--- config.mk ---
export PLATFORM = sky130hd
export DESIGN_NAME = hilo_muldiv
export DESIGN_NICKNAME = d
export VERILOG_FILES = /design/src/rtl/hilo_muldiv.sv
export SDC_FILE = /design/constraint.sdc
export NUM_CORES = 1
export LEC_CHECK = 0
export ABC_AREA = 1
export CORE_MARGIN = 2
export CORE_UTILIZATION = 60
export CTS_CLUSTER_SIZE = 16
export DETAILED_ROUTE_END_ITERATION = 7
export PLACE_DENSITY = 0.8
export SETUP_SLACK_MARGIN = 0.15
export SLEW_MARGIN = 20
export SYNTH_ARGS = -nofsm -noshare
export SYNTH_HDL_FRONTEND = slang
export SYNTH_SLANG_ARGS = --single-unit
--- constraint.sdc ---
create_clock -name clk -period 5.8 [get_ports clk]
set_clock_uncertainty 0.2 [all_clocks]
set_input_delay 1.16 -clock clk [delete_from_list [all_inputs] [get_ports clk]]
set_output_delay 1.16 -clock clk [all_outputs]
set_load 0.02 [all_outputs]
--- src/rtl/hilo_muldiv.sv ---
// hilo_muldiv: MIPS HI/LO register pair with its multiply/divide datapath.
// Handles MTHI, MTLO, MULT, MULTU, DIV and DIVU. Multi-cycle operations run
// 32 magnitude iterations and then one sign-fix cycle. While they run, busy
// stays high and hi/lo keep their previous values until the fix cycle.
// Build option: define HILO_FAST_MULT_EN to use a single-cycle 32x32
// multiplier for MULT/MULTU. Divide is the same in both builds.
module hilo_muldiv (
  input  logic        clk,
  input  logic        reset,
  input  logic        issue,
  input  logic [5:0]  funct,
  input  logic [1:0]  HI_write,
  input  logic [1:0]  LO_write,
  input  logic [31:0] rs_data,
  input  logic [31:0] rt_data,
  output logic [31:0] hi,
  output logic [31:0] lo,
  output logic        busy
);

  localparam logic [5:0] F_MTHI  = 6'h11;
  localparam logic [5:0] F_MTLO  = 6'h13;
  localparam logic [5:0] F_MULT  = 6'h18;
  localparam logic [5:0] F_MULTU = 6'h19;
  localparam logic [5:0] F_DIV   = 6'h1a;
  localparam logic [5:0] F_DIVU  = 6'h1b;

  typedef enum logic [1:0] {
    S_IDLE = 2'd0,
    S_RUN  = 2'd1,
    S_FIX  = 2'd2
  } state_t;

  // Two's-complement magnitude (or negation) when neg is set.
  function automatic logic [31:0] neg32(input logic [31:0] v, input logic neg);
    return neg ? (~v + 32'd1) : v;
  endfunction

  // Conditional 64-bit negation, used for the product sign fix.
  function automatic logic [63:0] neg64(input logic [63:0] v, input logic neg);
    return neg ? (~v + 64'd1) : v;
  endfunction

  state_t      state_q, state_d;
  logic [4:0]  cnt_q, cnt_d;
  logic [31:0] rem_q, rem_d;     // divide: partial remainder; multiply: upper accumulator
  logic [31:0] quo_q, quo_d;     // divide: dividend/quotient; multiply: multiplier/lower product
  logic [31:0] opb_q, opb_d;     // divisor or multiplicand magnitude
  logic        op_div_q, op_div_d;
  logic        neg_q_q, neg_q_d; // quotient/product must be negated
  logic        neg_r_q, neg_r_d; // remainder must be negated (dividend sign)
  logic        div0_q, div0_d;
  logic [31:0] rs_raw_q, rs_raw_d;
  logic [31:0] hi_q, hi_d;
  logic [31:0] lo_q, lo_d;
  logic        busy_q, busy_d;

  logic        accept_s;
  logic        start_s;
  logic        sgn_a_s, sgn_b_s;
  logic [32:0] div_shift_s;
  logic [32:0] div_diff_s;
  logic [31:0] div_rem_s, div_quo_s;
  logic [32:0] mul_sum_s;
  logic [31:0] mul_rem_s, mul_quo_s;
  logic [63:0] prod_fix_s;
`ifdef HILO_FAST_MULT_EN
  logic [63:0] prod_s_s, prod_u_s;
`endif

  // Accept decode: valid instruction, not busy, targets HI/LO, known funct.
  always_comb begin
    accept_s = 1'b0;
    if (issue && !busy_q && ((HI_write == 2'b11) || (LO_write == 2'b11))) begin
      case (funct)
        F_MTHI, F_MTLO, F_MULT, F_MULTU, F_DIV, F_DIVU: accept_s = 1'b1;
        default:                                       accept_s = 1'b0;
      endcase
    end else begin
      accept_s = 1'b0;
    end
  end

  // One datapath iteration each for restoring divide and shift-add multiply.
  always_comb begin
    div_shift_s = {rem_q, quo_q[31]};
    div_diff_s  = div_shift_s - {1'b0, opb_q};
    if (div_shift_s >= {1'b0, opb_q}) begin
      div_rem_s = div_diff_s[31:0];
      div_quo_s = {quo_q[30:0], 1'b1};
    end else begin
      div_rem_s = div_shift_s[31:0];
      div_quo_s = {quo_q[30:0], 1'b0};
    end
    mul_sum_s  = {1'b0, rem_q} + (quo_q[0] ? {1'b0, opb_q} : 33'd0);
    mul_rem_s  = mul_sum_s[32:1];
    mul_quo_s  = {mul_sum_s[0], quo_q[31:1]};
    prod_fix_s = neg64({rem_q, quo_q}, neg_q_q);
`ifdef HILO_FAST_MULT_EN
    // Low 64 bits of the sign-extended product equal the signed product.
    prod_s_s = {{32{rs_data[31]}}, rs_data} * {{32{rt_data[31]}}, rt_data};
    prod_u_s = {32'd0, rs_data} * {32'd0, rt_data};
`endif
  end

  // Next-state and next-register logic for the IDLE/RUN/FIX sequencer.
  always_comb begin
    state_d  = state_q;
    cnt_d    = cnt_q;
    rem_d    = rem_q;
    quo_d    = quo_q;
    opb_d    = opb_q;
    op_div_d = op_div_q;
    neg_q_d  = neg_q_q;
    neg_r_d  = neg_r_q;
    div0_d   = div0_q;
    rs_raw_d = rs_raw_q;
    hi_d     = hi_q;
    lo_d     = lo_q;
    start_s  = 1'b0;
    // funct bit0 clear selects the signed variant of MULT/DIV.
    sgn_a_s  = ~funct[0] & rs_data[31];
    sgn_b_s  = ~funct[0] & rt_data[31];

    case (state_q)
      S_IDLE: begin
        if (accept_s) begin
          case (funct)
            F_MTHI: hi_d = rs_data;
            F_MTLO: lo_d = rs_data;
            F_MULT, F_MULTU: begin
`ifdef HILO_FAST_MULT_EN
              if (funct == F_MULT) begin
                {hi_d, lo_d} = prod_s_s;
              end else begin
                {hi_d, lo_d} = prod_u_s;
              end
`else
              start_s = 1'b1;
`endif
            end
            F_DIV, F_DIVU: start_s = 1'b1;
            default: start_s = 1'b0;
          endcase
        end else begin
          start_s = 1'b0;
        end
        if (start_s) begin
          state_d  = S_RUN;
          cnt_d    = 5'd0;
          rem_d    = 32'd0;
          quo_d    = neg32(rs_data, sgn_a_s);
          opb_d    = neg32(rt_data, sgn_b_s);
          op_div_d = funct[1];
          neg_q_d  = sgn_a_s ^ sgn_b_s;
          neg_r_d  = sgn_a_s;
          div0_d   = funct[1] & (rt_data == 32'd0);
          rs_raw_d = rs_data;
        end else begin
          state_d = S_IDLE;
        end
      end
      S_RUN: begin
        if (op_div_q) begin
          rem_d = div_rem_s;
          quo_d = div_quo_s;
        end else begin
          rem_d = mul_rem_s;
          quo_d = mul_quo_s;
        end
        if (cnt_q == 5'd31) begin
          state_d = S_FIX;
          cnt_d   = 5'd0;
        end else begin
          cnt_d = cnt_q + 5'd1;
        end
      end
      S_FIX: begin
        if (op_div_q) begin
          if (div0_q) begin
            lo_d = 32'hFFFF_FFFF;
            hi_d = rs_raw_q;
          end else begin
            lo_d = neg32(quo_q, neg_q_q);
            hi_d = neg32(rem_q, neg_r_q);
          end
        end else begin
          {hi_d, lo_d} = prod_fix_s;
        end
        state_d = S_IDLE;
      end
      default: begin
        state_d = S_IDLE;
        cnt_d   = 5'd0;
      end
    endcase

    busy_d = (state_d != S_IDLE);
  end

  // State and datapath registers with synchronous reset.
  always_ff @(posedge clk) begin
    if (reset) begin
      state_q  <= S_IDLE;
      cnt_q    <= 5'd0;
      rem_q    <= 32'd0;
      quo_q    <= 32'd0;
      opb_q    <= 32'd0;
      op_div_q <= 1'b0;
      neg_q_q  <= 1'b0;
      neg_r_q  <= 1'b0;
      div0_q   <= 1'b0;
      rs_raw_q <= 32'd0;
      hi_q     <= 32'd0;
      lo_q     <= 32'd0;
      busy_q   <= 1'b0;
    end else begin
      state_q  <= state_d;
      cnt_q    <= cnt_d;
      rem_q    <= rem_d;
      quo_q    <= quo_d;
      opb_q    <= opb_d;
      op_div_q <= op_div_d;
      neg_q_q  <= neg_q_d;
      neg_r_q  <= neg_r_d;
      div0_q   <= div0_d;
      rs_raw_q <= rs_raw_d;
      hi_q     <= hi_d;
      lo_q     <= lo_d;
      busy_q   <= busy_d;
    end
  end

  assign hi   = hi_q;
  assign lo   = lo_q;
  assign busy = busy_q;

endmodule

==> results of run 1 <==
==> Yosys cell counts (all sizes together) <==
cell type,n
o21bai,2
nor3,51
and3,6
xnor2,6
o221ai,1
buf,58
nand3,292
or2,6
nand2,979
dfxtp,204
ha,70
inv,504
a31oi,23
o31ai,8
a211oi,2
clkdlybuf4s15,1
xor2,36
a21o,2
clkbuf,97
o21a,1
a21oi,345
o211ai,17
and2,3
nand4,33
nor2,396
fa,2
a21boi,3
nor4,4
o21ai,344
clkinv,3
dlygate4sd3,1
nand3b,17
==> per-stage QoR <==
step	hold WS, ns	utilization	worst slack (ns)	std cells
2_1_floorplan	0.2297	-	2.984	3517
3_3_place_gp	0.2394	0.6471	1.759	3964
3_5_place_dp	0.2509	0.6471	1.693	3964
4_1_cts	0.2596	0.6727	2.078	4010
5_1_grt	0.2804	0.6728	1.594	4010
6_report	0.2624	0.6728	1.789	4010
==> registers in the layout, indices dropped and copies added (netlist names), 2 cells and up <==
name      cells
cnt_q         5
hi           32
lo           32
opb_q        32
quo_q        32
rem_q        32
rs_raw_q     32
state_q       2
==> worst max-delay path by stage <==
stage                     startpoint   endpoint  slack, ns  cells after the start
after CTS                   quo_q[0]  rem_q[19]       2.08                     16
after detailed placement    funct[4]   quo_q[1]       1.69                     13
after global placement      funct[5]   quo_q[2]       1.76                     14
after global routing        funct[5]     hi[19]       1.59                     13
final                       funct[5]     hi[19]       1.79                     13
after floorplan           rt_data[0]  opb_q[24]       2.98                     13
==> logic make-up (layout without fill, tap and decap cells) <==
group | after synthesis | count (layout) | synth area share
AND/OR/NAND/NOR | 1787 | 1787 | 0.3888
AO/OA/AOI/OAI | 748 | 748 | 0.1994
buffers and inverters | 664 | 715 | 0.1382
flip-flops | 204 | 204 | 0.2082
adder cells (fa/ha/maj) | 72 | 72 | 0.04668
XOR/XNOR | 42 | 42 | 0.01875
==> metal layers <==
layer	vias up	share of wire	track usage
met4	4	0.048	0.1863
met5	-	0.0010	0.01481
li1	11390	-	-
met2	1885	0.39	0.6401
met3	301	0.16	0.1282
met1	10930	0.40	0.6456
==> worst max-delay path: cells and delay by family <==
kind	cells	cell delay (ns)
compound gates	3	0.79
buf+inv	5	1.86
simple gates	5	0.41
==> layout make-up <==
type	count	area, um^2	area share
Multi-Input combinational cell	2649	12840	0.5895
Sequential cell	204	4086	0.1876
Inverter	507	1906	0.08750
Timing Repair Buffer	162	1568	0.07199
Clock buffer	32	691.9	0.03177
Tap cell	442	553.0	0.02539
Clock inverter	14	136.4	0.006262
==> report_power, final <==
group	internal (mW)	switching (mW)	total [mW]
Clock	0.900	0.725	1.63
Combinational	0.109	0.216	0.325
Sequential	1.40	0.00228	1.40
Total	2.41	0.943	3.35
==> results.yml, run 1 <==
global_routing:
  grt_antenna_before_repair: 1
  grt_max_degree: 130
  overflow: 0
  grt_pass1_vias: 22040
  grt_use_total: 0.4550
  grt_pass1_wl_mm: 121.8
critical_path:
  timing.critical_path.required_ns: 6.03
  worstPathCellList: "clkdlybuf4s50_1 > inv_1 > nand2_1 > nor2_1 > nand3_1 > inv_1 > o21ai_1 > nand2_1 > nand2_1 > buf_4 > clkinv_1 > o21ai_0 > a21oi_1"
  startpoint_type: "input pin"
  max_stage_delay_ns: 0.95
  reg2reg_slack_ns: 1.89
  cpMaxStageDelayCell: "clkinv_1"
  rr_worst_depth: 16
  rr_startpoint: "quo_q[0]"
  endpoint_kind: "flop"
  path_max_fanout: 35
  crit_type: "input pin to flop"
  cpMostUsedCell: "nand2_1"
  arrival_ns: 4.24
  r2r-end: "rem_q[15]"
logic_synthesis:
  ys_seq_area_frac: 0.2081
  ys_seq_elements: 204
  synth_area_leaders: "dfxtp_1, nand2_1, inv_1"
  synth_nets: 3666
  synth.distinct_cells: 50
  synth_area_leader_cell: "dfxtp_1"
  synthCells: 3517
  ys_warn_count: 0
  synth_area_um2: 19620
  syn_avg_cell_area_um2: 5.579
  synth_top_cell_area_share: 0.2081
routing:
  wl_per_cell_um: 19.82
  viasPerCell: 6.110
  final_antenna_net_count: 0
  wl_mm: 79.48
  detail_route.first_pass.iterations: 8
  drtIter0Drc: 3817
  vias: 24500
  drc_errors: 14
run:
  maxCapViolCount: 0
clock_network:
  clockRootBuffer: "clkbuf_16"
  cts-resized-gates: 0
  cts_buffers: 25
  clkTransAtPathRegs_ns: 0.06
  cts_buffer_depth: 3
  hold_buffers: 0
  cts-htree-levels: 1
  clkLatencyLatePin_ns: 0.57
  clock_sinks: 204
  post_cts_buffers: 0
  cts_tree: "yes"
timing:
  rsz0062_at_grt: "false"
  post-route-period-util: 0.6916
  hold_viol: 0
  tightest_slew_ns: 1.142
  finalSetupViolCount: 0
  clock.fmax_ghz: 0.2493
  finalCriticalPeriod_ns: 4.011
  maxSlewHeadroom: 0.2385
  setup_tns_ns: 0
  slew_violations: 0
cells_and_area:
  mostFrequentLayoutCells: "nand2_1, inv_1, nor2_1"
  nFillCells: 3053
  layout-drive-gt1-share: 0.04877
  final_area_um2: 21780
  nets: 3698
  final_common_cell: "nand2_1"
  antennaDiodeCount: 0
  synthToLayoutAreaGrowth_pct: 11.00
place:
  dp_hpwl_mm: 58.64
  place_area_um2: 20950
  port_buffers: 141
  gp_congestion: 1.057
power_and_ir_drop:
  power_mw: 3.354
  power_density_nw_per_um2: 154.0
  ir_drop_mv: 0.2670
  leakage_nw: 11.06
die:
  die_h_um: 184.8
  die_w_um: 184.8
  dieArea_um2: 34160
  rows: 66
  coreArea_um2: 32370
  start_util: 0.6061
  io_pins: 142
worst_hold_path:
  holdPathEnd: "rs_raw_q[22]"
  hp-start: "rs_raw_q[22]"
  min_path_type: "flop to flop"
  hold-path-cell-count: 2
outcome:
  violations: "design-rule violations"
  status: "complete, but fails checks"
No activity file was read; power rests on OpenSTA's default activity.
==> inputs of run 2 (changes only) <==
- clock period: 5.8 -> 3.8 ns (I/O delays scaled with it)
==> run 2 against run 1 <==
  * The run now ends clean
  * Worst hold slack lost 0.0040 ns
  * Combinational power grew 49%
  * Clock-buffer cell count grew 1
  * Sequential share of layout area shrank 0.30 points
  * Critical path depth grew 2
  * Via count grew 0.69%
  * Power grew 57%
  * Highest routed layer is now met4
==> results.yml, run 2 (same netlist as run 1, synthesis figures left out) <==
die:
  die_w_um: 184.8
  rows: 66
  dieArea_um2: 34160
  die_h_um: 184.8
  coreArea_um2: 32370
  start_util: 0.6061
  io_pins: 142
cells_and_area:
  nFillCells: 3101
  final_common_cell: "nand2_1"
  multi_input_area_um2: 12840
  layout-drive-gt1-share: 0.05668
  nets: 3731
  antennaDiodeCount: 0
  seq_area_um2: 4086
  mostFrequentLayoutCells: "nand2_1, inv_1, nor2_1"
  final_area_um2: 22130
  synthToLayoutAreaGrowth_pct: 12.79
critical_path:
  crit_type: "flop to flop"
  reg2reg_slack_ns: 0.36
  cpMaxStageDelayCell: "dfxtp_1"
  path_max_fanout: 32
  timing.critical_path.required_ns: 4.08
  endpoint_kind: "flop"
  rr_startpoint: "rem_q[6]"
  worstPathCellList: "ha_1 > nand2_2 > inv_2 > nand2_1 > nand2_1 > inv_2 > nand3_2 > nand2_1 > nand2_2 > nand2_4 > buf_4 > nand3_1 > nand3_1 > nand3_1 > a21oi_1"
  worstSetupStartpoint: "rem_q[6]"
  arrival_ns: 3.72
  max_stage_delay_ns: 0.75
  startpoint_type: "flop"
place:
  port_buffers: 141
  dp_hpwl_mm: 60.54
  place_area_um2: 21240
  gp_congestion: 1.057
outcome:
  status: "complete, no violations"
timing:
  finalSetupViolCount: 0
  post-route-period-util: 0.9060
  clock.fmax_ghz: 0.2905
  tightest_slew_ns: 1.081
  rsz0062_at_grt: "false"
  maxSlewHeadroom: 0.2785
  hold_viol: 0
  setup_tns_ns: 0
  slew_violations: 0
  finalCriticalPeriod_ns: 3.443
global_routing:
  grt_max_degree: 87
  overflow: 0
  grt_pass1_vias: 22320
  grt_pass1_wl_mm: 121.8
  grt_use_total: 0.4564
  grt_antenna_before_repair: 0
power_and_ir_drop:
  power_density_nw_per_um2: 237.6
  ir_drop_mv: 0.3575
  switching_share: 0.2592
  p_switching_mw: 1.362
  seqPwrFrac: 0.408
  leakage_nw: 11.28
  p_clk_frac: 0.500
  cell_internal_pwr_mw: 3.895
  comb_power_share: 0.092
clock_network:
  clkLatencyLatePin_ns: 0.55
  post_cts_buffers: 0
  clock_sinks: 204
  clockRootBuffer: "clkbuf_16"
  cts_tree: "yes"
  cts_buffer_depth: 3
  hold_buffers: 0
  cts-htree-levels: 1
  cts_buffers: 26
  clkTransAtPathRegs_ns: 0.07
  cts-resized-gates: 0
routing:
  vias: 24670
  viasPerCell: 6.105
  final_antenna_net_count: 0
  wl_per_cell_um: 19.75
  drtIter0Drc: 3745
  drc_errors: 0
  wl_mm: 79.80
  detail_route.first_pass.iterations: 8
worst_hold_path:
  min_path_type: "flop to flop"
  hp-start: "rs_raw_q[26]"
run:
  maxCapViolCount: 0
==> run 2: cell types whose count changed in the layout (fill, tap and decap cells not counted), sizes merged <==
| cell | before | now |
|---|---|---|
| buf | 22 | 54 |
| bufinv | 1 | 4 |
| clkbuf | 32 | 33 |
| clkinv | 11 | 8 |
| clkinvlp | 6 | 4 |
==> run 2: per-layer routing <==
layer  up-vias  track usage  share of wire
met4         0       0.1740          0.044
met5         -     0.005926              0
met1     11040       0.6409           0.40
met2      1923       0.6539           0.39
li1      11460            -              -
met3       258       0.1329           0.16
==> run 2: final cells by class <==
class                      count  share of cell area
multi-input combinational   2649              0.5801
clock inverter                12            0.008368
sequential                   204              0.1847
inverter                     507             0.08611
timing repair buffer         194             0.08380
tap                          442             0.02499
clock buffer                  33             0.03195
==> run 2: per-stage QoR <==
step / worst slack, ns / utilization / hold slack, ns / cells / power (mW)
4_1_cts: 0.5240 / 0.6836 / 0.2569 / 4041 / 5.219
2_1_floorplan: 1.144 / - / 0.2297 / 3517 / 2.453
3_3_place_gp: 0.5908 / 0.6560 / 0.2403 / 3996 / 2.649
3_5_place_dp: 0.5333 / 0.6560 / 0.2480 / 3996 / 2.653
5_1_grt: 0.2415 / 0.6836 / 0.2731 / 4041 / 5.346
6_report: 0.3574 / 0.6836 / 0.2584 / 4041 / 5.257
==> run 2: critical path: cells and delay by family, from the launching register on <==
kind / cells / cell delay (ns)
AOI/OAI and AO/OA: 1 / 0.16
adders and majority gates: 1 / 0.40
and+or+nand+nor: 10 / 1.33
DFF: 1 / 0.75
buffers and inverters: 3 / 0.48
==> run 2: worst paths after layout <==
check | to | cells after the start
max | rem_q[13] | 15
min | rs_raw_q[26] | 2
max reg2reg | rem_q[13] | 15
min reg2reg | rs_raw_q[26] | 2
==> run 2: power by group through the flow <==
stage | clock [mW] | sequential [mW] | combinational (mW)
2_1_floorplan | 0 | 2.19 | 0.262
3_3_place_gp | 0 | 2.19 | 0.457
3_5_place_dp | 0 | 2.19 | 0.461
4_1_cts | 2.61 | 2.15 | 0.464
5_1_grt | 2.68 | 2.14 | 0.518
6_report | 2.63 | 2.15 | 0.485
